[config.mk]
export PLATFORM = sky130hd
export DESIGN_NAME = player_link_flat
export DESIGN_NICKNAME = d
export VERILOG_FILES = /design/src/rtl/player_link_pkg.sv /design/src/rtl/player_link_if.sv /design/src/rtl/player_link_filter.sv /design/src/rtl/player_link.sv /design/src/flat_wrapper.sv
export SDC_FILE = /design/constraint.sdc
export NUM_CORES = 1
export LEC_CHECK = 0
export CORE_MARGIN = 2
export CORE_UTILIZATION = 44
export DETAILED_ROUTE_END_ITERATION = 10
export HOLD_SLACK_MARGIN = 0.12
export PLACE_DENSITY = 0.7
export SLEW_MARGIN = 30
export SYNTH_ARGS = -nofsm -noshare
export SYNTH_HDL_FRONTEND = slang
export SYNTH_SLANG_ARGS = --single-unit
[constraint.sdc]
create_clock -name clk -period 5 [get_ports clk]
set_input_delay 1 -clock clk [delete_from_list [all_inputs] [get_ports clk]]
set_output_delay 1 -clock clk [all_outputs]
set_load 0.03 [all_outputs]
[src/rtl/player_link_pkg.sv]
// -----------------------------------------------------------------------------
// dh_link_pkg
// Shared types and default constants for the Duck Hunt inter-board player link.
//   link_game_state_t : game FSM states (PLAY, OVER)
//   DEF_SCORE_W       : default score width in bits
//   DEF_STABLE_CYC    : default stable-cycle count for remote filtering (1 ms @ 65 MHz)
//   DEF_WIN_SCORE     : default winning score
// -----------------------------------------------------------------------------
package dh_link_pkg;

  typedef enum logic {
    PLAY = 1'b0,
    OVER = 1'b1
  } link_game_state_t;

  localparam int DEF_SCORE_W    = 4;
  localparam int DEF_STABLE_CYC = 65000;
  localparam int DEF_WIN_SCORE  = 10;

endpackage

[src/rtl/player_link_if.sv]
// -----------------------------------------------------------------------------
// player_link_if
// Bundles the game-logic side and pin side signals of player_link.
//   local_pause/local_reload/local_score : local player state from game logic
//   tx_pause/tx_reload/tx_score          : registered local state to header pins
//   rx_pause_raw/rx_reload_raw/rx_score_raw : asynchronous remote board pins
//   remote_score/remote_reload_pulse     : filtered remote state to game logic
//   global_pause/game_over/winner        : derived game control
// Modports:
//   master : the surrounding board (game logic + pins) that drives the link
//   slave  : player_link itself
// -----------------------------------------------------------------------------
interface player_link_if
  import dh_link_pkg::*;
#(
  parameter int NUM_REMOTE = 1,
  parameter int SCORE_W    = DEF_SCORE_W
);

  localparam int WIN_W = $clog2(NUM_REMOTE + 1);

  logic                          local_pause;
  logic                          local_reload;
  logic [SCORE_W-1:0]            local_score;
  logic                          tx_pause;
  logic                          tx_reload;
  logic [SCORE_W-1:0]            tx_score;
  logic [NUM_REMOTE-1:0]         rx_pause_raw;
  logic [NUM_REMOTE-1:0]         rx_reload_raw;
  logic [NUM_REMOTE*SCORE_W-1:0] rx_score_raw;
  logic [NUM_REMOTE*SCORE_W-1:0] remote_score;
  logic [NUM_REMOTE-1:0]         remote_reload_pulse;
  logic                          global_pause;
  logic                          game_over;
  logic [WIN_W-1:0]              winner;

  modport master (
    output local_pause, local_reload, local_score,
    output rx_pause_raw, rx_reload_raw, rx_score_raw,
    input  tx_pause, tx_reload, tx_score,
    input  remote_score, remote_reload_pulse,
    input  global_pause, game_over, winner
  );

  modport slave (
    input  local_pause, local_reload, local_score,
    input  rx_pause_raw, rx_reload_raw, rx_score_raw,
    output tx_pause, tx_reload, tx_score,
    output remote_score, remote_reload_pulse,
    output global_pause, game_over, winner
  );

endinterface

[src/rtl/player_link_filter.sv]
// -----------------------------------------------------------------------------
// link_stable_filter
// 2-FF synchroniser followed by a stability filter for one remote channel.
// The whole WIDTH-bit vector is treated as one value: any bit change restarts
// the stability count.
// Ports:
//   clk, rst : system clock, synchronous active-high reset
//   i_raw    : asynchronous raw input vector
//   o_filt   : filtered (accepted) value
// Parameters:
//   WIDTH      : vector width
//   STABLE_CYC : consecutive stable cycles before acceptance (>= 2)
//   MONOTONIC  : when set, only accept values >= current output, or zero
// -----------------------------------------------------------------------------
module link_stable_filter
  import dh_link_pkg::*;
#(
  parameter int WIDTH      = 1,
  parameter int STABLE_CYC = DEF_STABLE_CYC,
  parameter bit MONOTONIC  = 1'b0
) (
  input  logic             clk,
  input  logic             rst,
  input  logic [WIDTH-1:0] i_raw,
  output logic [WIDTH-1:0] o_filt
);

  // The counter saturates at STABLE_CYC-1; the edge that would take it to
  // STABLE_CYC is the one that loads the output, giving STABLE_CYC+3 cycles
  // from raw pin to filtered output (2 sync stages + candidate load).
  localparam int               CNT_W   = $clog2(STABLE_CYC);
  localparam logic [CNT_W-1:0] CNT_MAX = CNT_W'(STABLE_CYC - 1);

  logic [WIDTH-1:0] r_sync1;
  logic [WIDTH-1:0] r_sync2;
  logic [WIDTH-1:0] r_cand;
  logic [CNT_W-1:0] r_cnt;
  logic [WIDTH-1:0] r_filt;
  logic             w_accept;

  // In monotonic mode a lower non-zero value is treated as a glitch on the
  // score bus; zero is always allowed so a new game can start.
  assign w_accept = !MONOTONIC || (r_cand >= r_filt) || (r_cand == '0);

  // Synchronise the raw pins, track a candidate value and count how long the
  // synchronised value has matched it. A rejected candidate restarts the count
  // so it is re-evaluated only after another full stable window.
  always_ff @(posedge clk) begin
    if (rst) begin
      r_sync1 <= '0;
      r_sync2 <= '0;
      r_cand  <= '0;
      r_cnt   <= '0;
      r_filt  <= '0;
    end else begin
      r_sync1 <= i_raw;
      r_sync2 <= r_sync1;
      if (r_sync2 != r_cand) begin
        r_cand <= r_sync2;
        r_cnt  <= '0;
      end else if (r_cnt != CNT_MAX) begin
        r_cnt <= r_cnt + 1'b1;
      end else if (w_accept) begin
        r_filt <= r_cand;
      end else begin
        r_cnt <= '0;
      end
    end
  end

  assign o_filt = r_filt;

endmodule

[src/rtl/player_link.sv]
// -----------------------------------------------------------------------------
// player_link
// N-player inter-board link for Duck Hunt. Registers the local player state to
// the outgoing pins, filters the remote boards' pins, and derives global pause
// and the game-over / winner decision.
// Ports:
//   clk, rst : 65 MHz system clock, synchronous active-high reset
//   link     : player_link_if.slave bundle (local, tx, rx, remote, game control)
// Parameters: NUM_REMOTE (1..7), SCORE_W, STABLE_CYC (>= 2), WIN_SCORE
// Build option:
//   SCORE_MONOTONIC_EN : when defined, remote scores may only rise or reset to 0
// -----------------------------------------------------------------------------
module player_link
  import dh_link_pkg::*;
#(
  parameter int NUM_REMOTE = 1,
  parameter int SCORE_W    = DEF_SCORE_W,
  parameter int STABLE_CYC = DEF_STABLE_CYC,
  parameter int WIN_SCORE  = DEF_WIN_SCORE
) (
  input  logic          clk,
  input  logic          rst,
  player_link_if.slave  link
);

  localparam int                 WIN_W      = $clog2(NUM_REMOTE + 1);
  localparam logic [SCORE_W-1:0] WIN_THRESH = SCORE_W'(WIN_SCORE);

`ifdef SCORE_MONOTONIC_EN
  localparam bit MONO = 1'b1;
`else
  localparam bit MONO = 1'b0;
`endif

  logic [NUM_REMOTE-1:0]         w_rem_pause;
  logic [NUM_REMOTE-1:0]         w_rem_reload;
  logic [NUM_REMOTE*SCORE_W-1:0] w_rem_score;
  logic [NUM_REMOTE-1:0]         r_reload_prev;
  logic                          r_tx_pause;
  logic                          r_tx_reload;
  logic [SCORE_W-1:0]            r_tx_score;
  logic                          r_global_pause;
  link_game_state_t              r_state;
  logic                          r_game_over;
  logic [WIN_W-1:0]              r_winner;
  logic                          w_any_win;
  logic [WIN_W-1:0]              w_win_idx;
  logic                          w_all_zero;

  // One filter per remote channel for each of pause, reload and score.
  for (genvar i = 0; i < NUM_REMOTE; i++) begin : g_remote
    link_stable_filter #(.WIDTH(1), .STABLE_CYC(STABLE_CYC), .MONOTONIC(1'b0)) u_pause (
      .clk(clk), .rst(rst), .i_raw(link.rx_pause_raw[i]), .o_filt(w_rem_pause[i])
    );
    link_stable_filter #(.WIDTH(1), .STABLE_CYC(STABLE_CYC), .MONOTONIC(1'b0)) u_reload (
      .clk(clk), .rst(rst), .i_raw(link.rx_reload_raw[i]), .o_filt(w_rem_reload[i])
    );
    link_stable_filter #(.WIDTH(SCORE_W), .STABLE_CYC(STABLE_CYC), .MONOTONIC(MONO)) u_score (
      .clk(clk), .rst(rst),
      .i_raw(link.rx_score_raw[i*SCORE_W +: SCORE_W]),
      .o_filt(w_rem_score[i*SCORE_W +: SCORE_W])
    );
  end

  // Local state to the pins, global pause, and the previous filtered reload
  // level used to turn a reload rise into a single-cycle pulse.
  always_ff @(posedge clk) begin
    if (rst) begin
      r_tx_pause     <= 1'b0;
      r_tx_reload    <= 1'b0;
      r_tx_score     <= '0;
      r_global_pause <= 1'b0;
      r_reload_prev  <= '0;
    end else begin
      r_tx_pause     <= link.local_pause;
      r_tx_reload    <= link.local_reload;
      r_tx_score     <= link.local_score;
      r_global_pause <= link.local_pause | (|w_rem_pause);
      r_reload_prev  <= w_rem_reload;
    end
  end

  // Winner search: local has top priority; remotes are scanned from the
  // highest index down so the lowest winning index is the one left standing.
  always_comb begin
    w_any_win = 1'b0;
    w_win_idx = '0;
    if (link.local_score >= WIN_THRESH) begin
      w_any_win = 1'b1;
    end else begin
      for (int i = NUM_REMOTE - 1; i >= 0; i--) begin
        if (w_rem_score[i*SCORE_W +: SCORE_W] >= WIN_THRESH) begin
          w_any_win = 1'b1;
          w_win_idx = WIN_W'(i + 1);
        end
      end
    end
  end

  assign w_all_zero = (link.local_score == '0) && (w_rem_score == '0);

  // Game FSM: latch the winner on entry to OVER and hold it until every
  // player's score has returned to zero for a new game.
  always_ff @(posedge clk) begin
    if (rst) begin
      r_state     <= PLAY;
      r_game_over <= 1'b0;
      r_winner    <= '0;
    end else begin
      case (r_state)
        PLAY: begin
          if (w_any_win) begin
            r_state     <= OVER;
            r_game_over <= 1'b1;
            r_winner    <= w_win_idx;
          end
        end
        OVER: begin
          if (w_all_zero) begin
            r_state     <= PLAY;
            r_game_over <= 1'b0;
            r_winner    <= '0;
          end
        end
        default: begin
          r_state     <= PLAY;
          r_game_over <= 1'b0;
          r_winner    <= '0;
        end
      endcase
    end
  end

  assign link.tx_pause            = r_tx_pause;
  assign link.tx_reload           = r_tx_reload;
  assign link.tx_score            = r_tx_score;
  assign link.remote_score        = w_rem_score;
  assign link.remote_reload_pulse = w_rem_reload & ~r_reload_prev;
  assign link.global_pause        = r_global_pause;
  assign link.game_over           = r_game_over;
  assign link.winner              = r_winner;

endmodule
[src/flat_wrapper.sv]
// flat-port wrapper written by rule: the top's interface ports become plain ports
module player_link_flat import dh_link_pkg::*;
#(
  parameter int NUM_REMOTE = 1,
  parameter int SCORE_W    = DEF_SCORE_W,
  parameter int STABLE_CYC = DEF_STABLE_CYC,
  parameter int WIN_SCORE  = DEF_WIN_SCORE
)
  (clk, rst, link_local_pause, link_local_reload, link_local_score, link_rx_pause_raw, link_rx_reload_raw, link_rx_score_raw, link_tx_pause, link_tx_reload, link_tx_score, link_remote_score, link_remote_reload_pulse, link_global_pause, link_game_over, link_winner);
  player_link_if #(.NUM_REMOTE(NUM_REMOTE), .SCORE_W(SCORE_W)) link_i ();
  input  logic clk;
  input  logic rst;
  input wire logic [$bits(link_i.local_pause)-1:0] link_local_pause;
  input wire logic [$bits(link_i.local_reload)-1:0] link_local_reload;
  input wire logic [$bits(link_i.local_score)-1:0] link_local_score;
  input wire logic [$bits(link_i.rx_pause_raw)-1:0] link_rx_pause_raw;
  input wire logic [$bits(link_i.rx_reload_raw)-1:0] link_rx_reload_raw;
  input wire logic [$bits(link_i.rx_score_raw)-1:0] link_rx_score_raw;
  output wire logic [$bits(link_i.tx_pause)-1:0] link_tx_pause;
  output wire logic [$bits(link_i.tx_reload)-1:0] link_tx_reload;
  output wire logic [$bits(link_i.tx_score)-1:0] link_tx_score;
  output wire logic [$bits(link_i.remote_score)-1:0] link_remote_score;
  output wire logic [$bits(link_i.remote_reload_pulse)-1:0] link_remote_reload_pulse;
  output wire logic [$bits(link_i.global_pause)-1:0] link_global_pause;
  output wire logic [$bits(link_i.game_over)-1:0] link_game_over;
  output wire logic [$bits(link_i.winner)-1:0] link_winner;
  assign link_i.local_pause = link_local_pause;
  assign link_i.local_reload = link_local_reload;
  assign link_i.local_score = link_local_score;
  assign link_i.rx_pause_raw = link_rx_pause_raw;
  assign link_i.rx_reload_raw = link_rx_reload_raw;
  assign link_i.rx_score_raw = link_rx_score_raw;
  assign link_tx_pause = link_i.tx_pause;
  assign link_tx_reload = link_i.tx_reload;
  assign link_tx_score = link_i.tx_score;
  assign link_remote_score = link_i.remote_score;
  assign link_remote_reload_pulse = link_i.remote_reload_pulse;
  assign link_global_pause = link_i.global_pause;
  assign link_game_over = link_i.game_over;
  assign link_winner = link_i.winner;
  player_link #(.NUM_REMOTE(NUM_REMOTE), .SCORE_W(SCORE_W), .STABLE_CYC(STABLE_CYC), .WIN_SCORE(WIN_SCORE)) u_core (.clk(clk), .rst(rst), .link(link_i));
endmodule
Word-level counts from Yosys, hierarchy flattened

Index checks and enable logic that the tools add are counted.
W data, S select, Z words.

Add/sub/neg operators: 3
Magnitude comparators: 2
Eq/ne operators: 8
Multiplexer cells: 11
Bitwise gates (word level): 10
Reductions and logical operators: 10

Operator list:

| operator                | number |
|---|---|
| $add A16 B1 Y16 const B | 3 |
| $ne A16 B16 Y1 const B  | 3 |
| $ge A4 B4 Y1 const B    | 2 |
| $logic_not A4 Y1        | 2 |
| $mux W1                 | 8 |
| $not A1 Y1              | 8 |
| $reduce_and A2 Y1       | 4 |
| $pmux W1 S2             | 3 |
| $reduce_or A2 Y1        | 3 |
| $ne A4 B4 Y1            | 1 |
| $ne A1 B1 Y1            | 2 |
| $ne A2 B1 Y1 const B    | 1 |
| $ne A2 B2 Y1 const B    | 1 |
| $and A1 B1 Y1           | 1 |
| $logic_and A1 B1 Y1     | 1 |
| $or A1 B1 Y1            | 1 |

Bits in registers: 83
Input port bits: 14
Output and inout port bits: 14
Word-level logic and storage cells: 67

Logic depth before layout (Yosys ltp)

Depth in word-level cells: 5
Mapped depth: 6
Mapped depth without buffers: 5

By module

A second synthesis with hierarchy kept.

Cell total of the unflattened synthesis: 366
Area, all modules: 3474.6 sq um

Modules (own cells, without submodules):

| module                                               | times used | cells an instance | area an instance (sq um) | sequential area each (sq um) |
|---|---|---|---|---|
| link_stable_filter at u_core.g_remote[0].u_pause ... | 2          | 96                | 894.6                    | 400.4 |
| link_stable_filter at u_core.g_remote[0].u_score     | 1          | 140               | 1306.3                   | 640.6 |
| player_link                                          | 1          | 34                | 379.1                    | 220.2 |

Worst setup path after synthesis

OpenSTA, ideal clock, no wires.

Path kind: register -> register
Start point: register u_core.g_remote[0].u_pause.r_cnt[0]
End point: register u_core.g_remote[0].u_pause.r_cnt[3]
Setup time: 121 ps
Arrival: 1744 ps
Slack: 3134 ps
Stages on the path, launching flop included: 7
Cell sequence: dfxtp_1 -> ha_1 -> nand4b_1 -> or4_1 -> buf_2 -> and3_1 -> mux2_4

Word-level cells in the longest chain between the ends: 1
Elaborated cells on any way between the ends: 2

RTL lines:

| element                                                  | line                                               | RTL |
|---|---|---|
| start, declared                                          | player_link_filter.sv:37                           | `logic [CNT_W-1:0] r_cnt;` |
| start signal, assigned                                   | player_link_filter.sv:62                           | `r_cnt <= r_cnt + 1'b1;` |
| $add A16 B1 Y16 / $ne A16 B16 Y1 (equally long branches) | player_link_filter.sv:62, player_link_filter.sv:61 |  |

Parallel ways exist; a longest one is shown, timed or not.
A chain may end at the register's enable or synchronous reset.

Worst setup path in the final report

Start point: input rst
End point: register u_core.g_remote[0].u_pause.r_cnt[3]

Word-level cells in the longest chain between the ends: 1

RTL lines:

| element                           | line               | RTL |
|---|---|---|
| start, declared                   | flat_wrapper.sv:12 | `input logic rst;` |
| $reduce_or A2 Y1 (no source line) | -                  |  |

No other way between the ends.

==> results.txt <==
- Clock network fraction of design power: ~43%
* Final worst path period share: 52.2%
- Sequential elements use approximately 50% of the synthesized area.
- For the final database, setup skew stands at roughly 0.011 ns.
- Entering global routing, the biggest net connects 30 pins.
- For the worst setup path, the data required time is between 5 and 6 ns.
* Timing-limited maximum frequency: between 300 and 400 MHz
- Summing all multi-input logic gate instances after layout gives around 1600 um2.
- Warnings from Yosys: 0
* Max IR drop VDD: a little over 0.0002 V
- Global placer's final weighted congestion: ~0.76
* CTS Root Cell: sky130_fd_sc_hd__clkbuf_8
- In this run the worst hold path is classified as reg -> reg.
* Count of pins over their slew limit: 0
* Top cell types by occurrence after synthesis: 83 x sky130_fd_sc_hd__dfxtp_1, 44 x sky130_fd_sc_hd__nor2_1, 28 x sky130_fd_sc_hd__nand2_1
- The floorplan step set the die width to 91.3 um.
- Counting flops with a built-in enable in the synthesized netlist gives 0.
- Vias per cell: 5.12
* Non-filler instance count after layout: around 500
- Cell internal power was estimated by the tool at 1.04 mW.
- After detailed routing, the total wire length is 5940 um.
* Max Fanout on Critical Path: 29
- Once layout is done, the placed cells without fillers occupy 3970 um2.
- In the routed design, unresolved DRC markers number 0.
- Data arrival at the endpoint of the critical path: around 2.8 ns
* Final hold violations: 0
- For this design the static power due to leakage is 1.37 nW.
* Psw: 0.282 mW
- Fin crit period: ~2.6 ns
- For this design, the sink count on the clock tree is just over 80.
- Share of power burned in registers: 51.9%
* Synth top area cells: sky130_fd_sc_hd__dfxtp_1 50%, sky130_fd_sc_hd__xnor2_1 5.7%, sky130_fd_sc_hd__nor2_1 4.9%
- Global routing used around 15% of the available tracks.
- Of all flip-flops after synthesis, the portion carrying an async set or reset was 0%.
- The cell count after synthesis came out at ~370.
- Average size of a mapped cell: between 9 and 10 um2
- The die is just over 90 um tall.
* Footprint of the flip-flops and latches: between 1500 and 2000 um2
* Category of the critical setup timing path: in -> reg
- The repair_antennas step left the layout with diodes totalling 0.
- Mux contribution to synthesized area: less than 1%
- In the post-synthesis netlist, the cell with the most instances is sky130_fd_sc_hd__dfxtp_1.
* RSZ-0062 raised after global routing: no
* Share of total power consumed by net switching: a little over a fifth
* Total power per unit cell area: 333 nW/um2
- The number of gates resized after CTS was 0.
* Number of optimization iterations in the first detailed-route pass: 4
* Result of the run: finished, final reports clean
- Count of different cell masters after synthesis: 40
- The share of total power dissipated in combinational logic is roughly 5.2%.
- Summing the areas of all compound-gate instances in the mapped netlist gives between 7 and 8% of the synthesized area.
- Level count of the clock H-tree: 3
* Cell count after placement: just under 500
- The first global-routing pass estimated approximately 10000 um of wire.
- After clock tree synthesis, the clock-pin slew on the worst setup and hold paths is approximately 0.080 ns.
* Via Count: between 2000 and 3000
- Post-layout power: about 1.3 mW
- Buffer depth of the longest clock path: 2
- Of the cells placed in the final design, the portion with a size suffix greater than 1 is 6.20%.
- sky130_fd_sc_hd__dfxtp_1 takes more of the synthesized area than any other cell.
- The mapped netlist covers ~3400 um2.
- Post-Place Cell Area: between 3000 and 4000 um2
- The initial antenna violation count came to 0.
* Setup bufs post-CTS: 0
- Wirelength per Cell: around 12 um
- Share of synthesized cell area in and, or, nand and nor gates: between 20% and 30%
- Number of CTS-inserted buffers: 9
- The synthesized netlist devotes 9.40% of its cell area to XOR and XNOR gates.
- Startpoint kind of the worst setup timing path: primary input
* # hold bufs at CTS: 0
* Transition time at the pin with the least slew margin: just over 0.7 ns
- I/O pin cnt: 28
- Site row count: 31
- Portion of synthesized cell area occupied by the leading cell type: approximately half
- The detail route stage leaves a number of antenna-violating nets equal to 0.
- TritonCTS built the clock tree.
- Adder-cell share of the synthesized area: 1.12%
- Initial drt markers: 71
- In this run the tightest slew margin relative to its limit is 51.7%.
* Later-pin clock latency in the skew report: 0.34 ns
- Total setup violations reported at the end of the flow: 0
- The tool flagged a number of max-cap violations equal to 0.
- Fill cells in the final layout number between 600 and 700.
- Total negative slack for setup checks: 0 ns
- By area, the combinational part of the netlist is dominated by simple AND/OR/NAND/NOR gates.
- Die Outline Area: roughly 8300 um2
* Placeable core region: 7330 um2
* Synthesis-stage register bit count: 83
- The area growth from synthesis to layout is 18.3%.
- STA classifies the critical path endpoint as a flop.
- PortBufs: 27
* Worst hold-check slack: ~0.44 ns
- After global routing the overflow that remains totals 0.
- Vias in the first global route: approximately 2400
- The number of nets handed over by synthesis was slightly below 400.
- In the final design database the tool counted 415 nets.
- DPL Wire Length: 3970 um
- Most used DFF post-synth: sky130_fd_sc_hd__dfxtp_1
- Initial core utilization: 45.8%
layer usage:
| metal | up-vias | track usage [%] | wire length [um] |
|---|---|---|---|
| li1 | 1343 | - | - |
| met1 | 1175 | 18.1 | 2850 |
| met2 | 42 | 26.1 | 2810 |
| met3 | 9 | 4.48 | 207 |
| met4 | 0 | 5.43 | 74 |
| met5 | - | 0 | 0 |
critical path: stages:
cell                              delay (ns)
sky130_fd_sc_hd__clkdlybuf4s50_1        0.46
sky130_fd_sc_hd__buf_4                  0.28
sky130_fd_sc_hd__inv_1                  0.28
sky130_fd_sc_hd__nand2_1                0.47
sky130_fd_sc_hd__nor2_1                 0.08
sky130_fd_sc_hd__mux2_4                 0.26
layout by cell type (no fill, tap or decap), types with 13 or more instances in the layout:
cell type / instances
sky130_fd_sc_hd__clkdlybuf4s50_1: 27
sky130_fd_sc_hd__nand4_1: 13
sky130_fd_sc_hd__nand2_1: 28
sky130_fd_sc_hd__xnor2_1: 22
sky130_fd_sc_hd__xor2_1: 14
sky130_fd_sc_hd__nor2_1: 44
sky130_fd_sc_hd__nor2b_1: 26
sky130_fd_sc_hd__nand3_1: 15
sky130_fd_sc_hd__dfxtp_1: 83
sky130_fd_sc_hd__a21oi_1: 20
sky130_fd_sc_hd__o21ai_0: 17
layout make-up:
cell class / count / share of cell area (%)
Multi-Input combinational cell: 269 / 41.3
Clock inverter: 6 / 2.84
Clock buffer: 10 / 3.22
Tap cell: 99 / 3.12
Sequential cell: 83 / 41.9
Timing Repair Buffer: 28 / 7.00
Inverter: 7 / 0.662
registers in the layout (all words and copies together), names as in the netlist, 4 cells and up:
register                         flops
u_core.g_remote.u_reload.r_cnt      16
u_core.g_remote.u_score.o_filt       4
u_core.g_remote.u_score.r_cnt       16
u_core.g_remote.u_score.r_cand       4
u_core.g_remote.u_score.r_sync2      4
u_core.g_remote.u_pause.r_cnt       16
u_core.link.tx_score                 4
u_core.g_remote.u_score.r_sync1      4
cells by family (layout without fill, tap and decap cells):
family	count (synthesis)	after routing
multiplexers	2	2
AO/OA/AOI/OAI	46	46
AND/OR/NAND/NOR	182	182
adder cells (fa/ha/maj)	3	3
flip-flops	83	83
buffers and inverters	16	51
XOR/XNOR	36	36
path summary, 6_finish.rpt:
check,startpoint,endpoint,slack [ns],cells past startpoint
hold / removal,u_core.g_remote[0].u_score.r_sync1[2]$_SDFF_PP0_,u_core.g_remote[0].u_score.r_sync2[2]$_SDFF_PP0_,0.44,1
hold reg to reg,u_core.g_remote[0].u_score.r_sync1[2]$_SDFF_PP0_,u_core.g_remote[0].u_score.r_sync2[2]$_SDFF_PP0_,0.44,1
setup / recovery,rst,u_core.g_remote[0].u_pause.r_cnt[3]$_SDFFE_PP0P_,2.39,6
setup reg to reg,u_core.g_remote[0].u_score.r_sync2[1]$_SDFF_PP0_,u_core.g_remote[0].u_score.r_cnt[2]$_SDFFE_PP0P_,2.94,4
stage by stage:
stage	utilization [%]	setup WS, ns
final	54.1	2.39
after global routing	54.1	2.23
after CTS	54.0	2.39
after detailed placement	50.7	2.03
after global placement	50.7	2.07
after floorplan	-	3.13
power by group through the flow:
stage	Sequential [mW]	Combinational, mW	Clock (mW)
2_1_floorplan	0.707	0.0369	0
3_3_place_gp	0.701	0.0681	0
3_5_place_dp	0.702	0.0689	0
4_1_cts	0.687	0.0691	0.583
5_1_grt	0.689	0.0768	0.609
6_report	0.687	0.0684	0.567
Power figures use the tool's default switching activity.
